## config.mk

```make
export PLATFORM = sky130hd
export DESIGN_NAME = alu_sequencer
export DESIGN_NICKNAME = d
export VERILOG_FILES = /design/src/rtl/alu_sequencer.sv
export SDC_FILE = /design/constraint.sdc
export NUM_CORES = 1
export LEC_CHECK = 0
export BUFFER_PORTS_ARGS = -buffer_cell sky130_fd_sc_hd__buf_2
export CELL_PAD_IN_SITES_DETAIL_PLACEMENT = 0
export CELL_PAD_IN_SITES_GLOBAL_PLACEMENT = 1
export CORE_MARGIN = 2
export CORE_UTILIZATION = 42
export CTS_CLUSTER_DIAMETER = 60
export CTS_CLUSTER_SIZE = 16
export DETAILED_ROUTE_END_ITERATION = 12
export GPL_TIMING_DRIVEN = 0
export PLACE_DENSITY_LB_ADDON = 0.1
export SYNTH_ARGS = -nofsm -noshare
export SYNTH_HDL_FRONTEND = slang
export SYNTH_SLANG_ARGS = --single-unit
```

## constraint.sdc

```tcl
create_clock -name clk -period 4.6 [get_ports clk]
set_clock_uncertainty 0.15 [all_clocks]
set_input_delay 0.69 -clock clk [delete_from_list [all_inputs] [get_ports clk]]
set_output_delay 0.69 -clock clk [all_outputs]
set_load 0.02 [all_outputs]
```

## src/rtl/alu_sequencer.sv

```systemverilog
// alu_sequencer: accepts one operation at a time, runs it on an external
// combinational ALU (add/nor/nori/not), rotates internally (rolv/rorv),
// compares internally (bleu), and holds the result until the consumer takes it.
//
// Handshakes: a transfer happens on a rising clk edge where valid and ready are
// both 1. The producer holds valid and payload until that edge. req_ready is 1
// only in IDLE. resp_valid is 1 only in RESP, and the payload stays frozen until
// resp_ready is seen.
module alu_sequencer #(
    parameter int ROT_STEP = 1
) (
    input  logic        clk,
    input  logic        rst_n,
    input  logic        req_valid,
    output logic        req_ready,
    input  logic [4:0]  req_op,
    input  logic [31:0] req_a,
    input  logic [31:0] req_b,
    output logic [31:0] alu_i1,
    output logic [31:0] alu_i2,
    output logic [4:0]  alu_sel,
    input  logic [31:0] alu_o,
    output logic        resp_valid,
    input  logic        resp_ready,
    output logic [31:0] resp_result,
    output logic        resp_flag,
    output logic        resp_err,
    output logic [15:0] op_count,
    output logic [1:0]  dbg_state_o
);

    localparam logic [1:0] IDLE = 2'd0;
    localparam logic [1:0] EXEC = 2'd1;
    localparam logic [1:0] ROT  = 2'd2;
    localparam logic [1:0] RESP = 2'd3;

    localparam logic [4:0] OP_ADD  = 5'b10000;
    localparam logic [4:0] OP_NOR  = 5'b10011;
    localparam logic [4:0] OP_NORI = 5'b00111;
    localparam logic [4:0] OP_NOT  = 5'b00010;
    localparam logic [4:0] OP_BLEU = 5'b01000;
    localparam logic [4:0] OP_ROLV = 5'b00000;
    localparam logic [4:0] OP_RORV = 5'b00001;

    localparam logic [4:0] STEP = 5'(ROT_STEP);

    logic [1:0]  state_q, state_d;
    logic [4:0]  op_q;
    logic [31:0] a_q, b_q;
    logic [4:0]  rem_q;
    logic [31:0] result_q;
    logic        flag_q, err_q;
    logic [15:0] count_q;

    logic [4:0]  step;
    logic [4:0]  rem_next;
    logic [63:0] dbl_l, dbl_r;
    logic [31:0] rot_next;
    logic        op_is_alu, op_is_rot, op_legal;

    // Classify the incoming opcode for dispatch and error reporting.
    always_comb begin
        op_is_alu = (req_op == OP_ADD) || (req_op == OP_NOR) ||
                    (req_op == OP_NORI) || (req_op == OP_NOT);
        op_is_rot = (req_op == OP_ROLV) || (req_op == OP_RORV);
        op_legal  = op_is_alu || op_is_rot || (req_op == OP_BLEU);
    end

    // One rotation step: min(remaining, ROT_STEP) positions; the doubled word
    // makes a zero step fall out naturally as "no rotation".
    always_comb begin
        step     = (rem_q < STEP) ? rem_q : STEP;
        rem_next = rem_q - step;
        dbl_l    = {a_q, a_q} << step;
        dbl_r    = {a_q, a_q} >> step;
        rot_next = (op_q == OP_ROLV) ? dbl_l[63:32] : dbl_r[31:0];
    end

    // Next-state selection.
    always_comb begin
        state_d = state_q;
        case (state_q)
            IDLE: begin
                if (req_valid) begin
                    if (op_is_alu)      state_d = EXEC;
                    else if (op_is_rot) state_d = ROT;
                    else                state_d = RESP;
                end
            end
            EXEC:    state_d = RESP;
            ROT:     if (rem_next == 5'd0) state_d = RESP;
            RESP:    if (resp_ready) state_d = IDLE;
            default: state_d = IDLE;
        endcase
    end

    // State, operand capture, result formation and the completion counter.
    always_ff @(posedge clk or negedge rst_n) begin
        if (!rst_n) begin
            state_q  <= IDLE;
            op_q     <= 5'd0;
            a_q      <= 32'd0;
            b_q      <= 32'd0;
            rem_q    <= 5'd0;
            result_q <= 32'd0;
            flag_q   <= 1'b0;
            err_q    <= 1'b0;
            count_q  <= 16'd0;
        end else begin
            state_q <= state_d;
            case (state_q)
                IDLE: begin
                    if (req_valid) begin
                        op_q     <= req_op;
                        a_q      <= req_a;
                        b_q      <= req_b;
                        rem_q    <= req_b[4:0];
                        result_q <= 32'd0;
                        flag_q   <= (req_op == OP_BLEU) && (req_a <= req_b);
                        err_q    <= !op_legal;
                    end
                end
                EXEC: result_q <= alu_o;
                ROT: begin
                    a_q   <= rot_next;
                    rem_q <= rem_next;
                    if (rem_next == 5'd0) result_q <= rot_next;
                end
                RESP: begin
                    if (resp_ready) count_q <= count_q + 16'd1;
                end
                default: ;
            endcase
        end
    end

    // ALU drives are live only in EXEC; elsewhere they park at add 0 + 0.
    always_comb begin
        alu_sel = OP_ADD;
        alu_i1  = 32'd0;
        alu_i2  = 32'd0;
        if (state_q == EXEC) begin
            alu_sel = op_q;
            alu_i1  = a_q;
            alu_i2  = b_q;
        end
    end

    assign req_ready   = (state_q == IDLE);
    assign resp_valid  = (state_q == RESP);
    assign resp_result = result_q;
    assign resp_flag   = flag_q;
    assign resp_err    = err_q;
    assign op_count    = count_q;
    assign dbg_state_o = state_q;

endmodule
```

-- Yosys cells after proc, flatten, opt, wreduce, memory -nomap -nowiden
Cells that the tools add are included.
- bits in registers: 126
- mux-type cells: 18
- eq/ne operators: 12
- add/subtract/negate cells: 2
- reductions and logical operators: 19
- shifts and indexed selects: 2
- order comparisons: 2
- operators by type and width (cell ; count):
    $mux 32 ; 6
    $pmux 32 s3 ; 1
    $pmux 32 s2 ; 1
    $shl 64x5->64 ; 1
    $shr 64x5->32 ; 1
    $le 32x32->1 ; 1
    $add 16x1->16 const B ; 1
    $logic_not 5->1 ; 3
    $mux 5 ; 3
    $eq 5x5->1 const B ; 2
    $pmux 5 s2 ; 1
    $mux 2 ; 4
    $pmux 2 s4 ; 1
    $logic_or 1x1->1 ; 6
    $reduce_and 2->1 ; 3
    $reduce_and 3->1 ; 2
    $eq 5x1->1 const B ; 1
    $eq 5x2->1 const B ; 1
    $eq 5x3->1 const B ; 1
    $eq 5x4->1 const B ; 1
    $lt 5x1->1 const B ; 1
    $sub 5x5->5 ; 1
    $eq 2x2->1 const B ; 2
    $ne 2x2->1 const B ; 2
    8 further kinds ; 8

-- Depth between registers and ports, before layout
- depth after elaboration: 7
- mapped depth: 9
- mapped depth without buffers: 7

-- Worst setup path before layout
OpenSTA, ideal clock, no wires.
- path kind: reg-to-reg
- start point: register rem_q[1]
- end point: register result_q[12] (netlist: resp_result[12])
- required time: 4.295 ns
- setup slack: 1.942 ns
- path buffers: 1
- arrival time: 2.353 ns
- stages on the path, launching flop included: 8
- cells stage by stage: dfrtp_1 -> or4_4 -> nand2_1 -> ha_1 -> a31oi_1 -> nor3_4 -> clkbuf_1 -> a311oi_2
- word-level cells in the longest chain between the ends: 6
- elaborated cells on any way between the ends: 11
- ends and longest elaborated chain (what ; RTL line ; text):
    start: declaration ; 50 ; logic [4:0] rem_q;
    start signal: assignment ; 117 ; rem_q <= req_b[4:0];
    start signal: assignment ; 126 ; rem_q <= rem_next;
    $lt 5x1->1 ; 72 ; step = (rem_q < STEP) ? rem_q : STEP;
    $mux 5 ; 72 ;
    $sub 5x5->5 (tied with other cells) ; 73 ; rem_next = rem_q - step;
    $logic_not 5->1 / $mux 32 (equally long branches) ; 127, 76 ;
    $ne 2x2->1 (no source line) / $mux 32 (equally long branches) ; -- ;
    $reduce_and 3->1 (no source line) / $pmux 32 s3 (equally long branches) ; -- ;
    end signal: assignment ; 123 ; EXEC: result_q <= alu_o;
    end signal: assignment ; 127 ; if (rem_next == 5'd0) result_q <= rot_next;
    end: declaration ; 51 ; logic [31:0] result_q;
Several ways; a longest one is shown, not always the timed one. The select of a mux whose other input is x is not followed.
A chain may end at the register's enable or synchronous reset.

-- Worst setup path after layout
- start point: register state_q[1] (netlist: dbg_state_o[1])
- end point: output alu_i2[15]
- word-level cells in the longest chain between the ends: 2
- ends and longest elaborated chain (what ; RTL line ; text):
    start: declaration ; 47 ; logic [1:0] state_q, state_d;
    start signal: assignment ; 110 ; state_q <= state_d;
    $eq 2x1->1 ; 142 ; if (state_q == EXEC) begin
    $mux 32 ; 142 ;
    end: declaration ; 20 ; output logic [31:0] alu_i2,
No other way between the ends.

==> impl_metrics.ini <==
[global_route]
grt_usage_pct = 25.92
grt_pass1_vias = 7433
grt_pass1_wl_mm = 40.85
antenna_found_initial = 0
grt_start_max_net_pins = 80
overflow = 0

[clocking]
holdBufCountCts = 0
post_cts_buffers = 0
htreeDepth = 4
insertion_delay_ns = 0.42
clock_sinks = 126
numCtsBuffers = 17
path_clk_slew_ns = 0.06
cts_root_buf = clkbuf_16
cts_resized = 0
cts_tree = built
clock_tree.buffer_depth = 2

[layout]
area_growth_pct = 26.65
diodes = 0
layout_commonest_cell = buf_2
drive_gt1_share_pct = 32.86
nets = 1263
layout_common_cells = buf_2 (229), dfrtp_1 (126), nand2_1 (81), a21oi_1 (81), nor2_1 (77)

[hold_path]
hp-class = in2async

[synth]
synth-seq-cells = 126
synthFlopType = dfrtp_1
synth-async-reset-ratio_pct = 100.0
synth_nets = 1016
synth_edf_count = 0
synth_adder_area_share_pct = 6.140
synth_compound_area_share_pct = 22.50
synth_cells = 872
synthDistinctLibCells = 55
ys_warn_count = 0
synth-simple-area-share_pct = 22.78
yosys.area_share.xor_xnor_pct = 1.763
netlist_area_um2 = 7948
syn_avg_cell_area_um2 = 9.114
seq_area_frac_synth_pct = 39.67
synth_top_family_by_area = simple AND/OR/NAND/NOR gates
synth.area.mux_share_pct = 1.259

[route]
ant_nets = 0
wl_per_cell_um = 18.52
drt_first_pass_iters = 5
drtIter0Drc = 502
totalWireLength_mm = 25.30
vias_per_cell = 5.440
vias = 7431
drc_errors = 0

[pwr]
power_density_nw_per_um2 = 791.4
vdd_drop_max_uv = 435.4
power_mw = 7.966
power.static_leakage_nw = 4.809

[floorplan]
dieWidth_um = 141.6
io_pins = 228
num_rows = 50
die_area_um2 = 20040
coreArea_um2 = 18640
fp.dieH_um = 141.6
initial_core_util_pct = 42.63

[setup_path]
startpoint = dbg_state_o[1]
worstSetupPathType = reg2out
setup.worst_path.start_class = flip-flop
end_kind = primary output
cp.arrival_ns = 2.77
critPathRequiredTime_ns = 3.76
cp_max_fo = 10
r2r-start = rem_q[1]

[timing]
finalSetupViolCount = 0
fin_tns_setup_ns = 0
final.min_clock_period_ns = 3.611
timing.fmax_mhz = 277.0
holdWs_ns = 0.04173
worst_slew_pin_slew_ns = 0.8645
maxSlewViolCount = 0
hold_viol_final = 0
rsz0062_at_grt = false
max_slew_margin_pct = 42.36
fin_crit_sh_pct = 78.49

[flow_run]
drv_cap = 0

[placement]
hpwl_mm = 18.85
place.gp.congestion = 0.8323
port_buffers = 227

[run_status]
outcome = finished clean
-- sequential cells by signal (all words and copies together), names as in the netlist --
register,count
a_q,32
b_q,32
dbg_state_o,2
op_count,16
op_q,5
rem_q,5
resp_err,1
resp_flag,1
resp_result,32
-- report_power, final --
part	total (mW)	switching, mW	internal [mW]
Combinational	4.39	2.80	1.59
Clock	1.52	0.537	0.979
Sequential	2.06	0.435	1.63
Total	7.97	3.77	4.20
-- layer usage --
layer | vias to the layer above | part of all wire [%] | GRT usage [%]
li1 | 3584 | - | -
met3 | 27 | 4.9 | 4.489
met5 | - | 0 | 0
met2 | 219 | 47 | 41.90
met4 | 0 | 1.7 | 7.158
met1 | 3601 | 46 | 35.99
-- critical path, cell delays in order, from the launching register on --
cell and delay [ns]:
dfrtp_1 0.42, inv_1 0.13, ha_1 0.21, clkbuf_1 0.67, clkbuf_1 0.48, and2_1 0.25, buf_2 0.18
-- per-stage QoR --
| step | utilization (%) | cells | area [um2] | setup WS, ns |
|---|---|---|---|---|
| final | 53.99 | 1366 | 10070 | 0.9895 |
| after global routing | 53.99 | 1366 | 10070 | 0.8447 |
| after CTS | 53.99 | 1366 | 10070 | 0.9693 |
| after detailed placement | 50.48 | 1334 | 9410 | 1.227 |
| after global placement | 50.30 | 1333 | 9376 | 0.8556 |
| after floorplan | - | 872 | 7948 | 1.942 |
-- logic make-up after synthesis --
| kind of cell | count (synthesis) |
|---|---|
| fa+ha+maj | 39 |
| mux | 9 |
| buf+inv | 102 |
| simple gates | 338 |
| flops | 126 |
| compound gates | 242 |
| xor+xnor | 16 |
-- layout make-up --
type	count	area [um2]
buffer	62	317.8
clock buffer	19	442.9
clock inverter	13	212.7
fill	1819	8577
inverter	40	150.1
multi-input combinational	644	4327
sequential	126	3153
tap	234	292.8
timing repair buffer	228	1170
-- final timing paths --
path	endpoint	slack (ns)	cells after the start
worst max-delay path	alu_i2[15]	0.99	6
worst min-delay path	resp_result[7]	0.04	1
worst max register to register	resp_result[31]	1.21	7
worst min register to register	b_q[19]	0.32	2
max in group asynchronous	resp_result[30]	3.47	2
min in group clk	b_q[19]	0.32	2
-- synthesized netlist by cell type (3+ instances only) --
cell type	instances	area [um2]
dfrtp_1	126	3153
a21oi_1	81	405.4
nand2_1	81	304.0
nor2_1	77	289.0
o21ai_0	72	360.4
and2_1	68	425.4
clkbuf_1	46	172.7
nand3_1	46	230.2
ha_1	39	488.0
inv_1	39	146.4
a311oi_2	28	420.4
nand3_2	28	280.3
o211ai_2	28	350.3
xnor2_1	12	105.1
nand4_1	10	62.56
mux2_2	8	90.09
nor3_1	7	35.03
o211ai_1	6	45.04
a311oi_1	5	43.79
buf_4	5	37.54
nor2b_1	4	25.02
xor2_1	4	35.03
a211oi_1	3	22.52
a21o_1	3	22.52
a31oi_1	3	18.77
buf_2	3	15.01
o21ai_1	3	15.01
(Power assumes the default switching activity.)
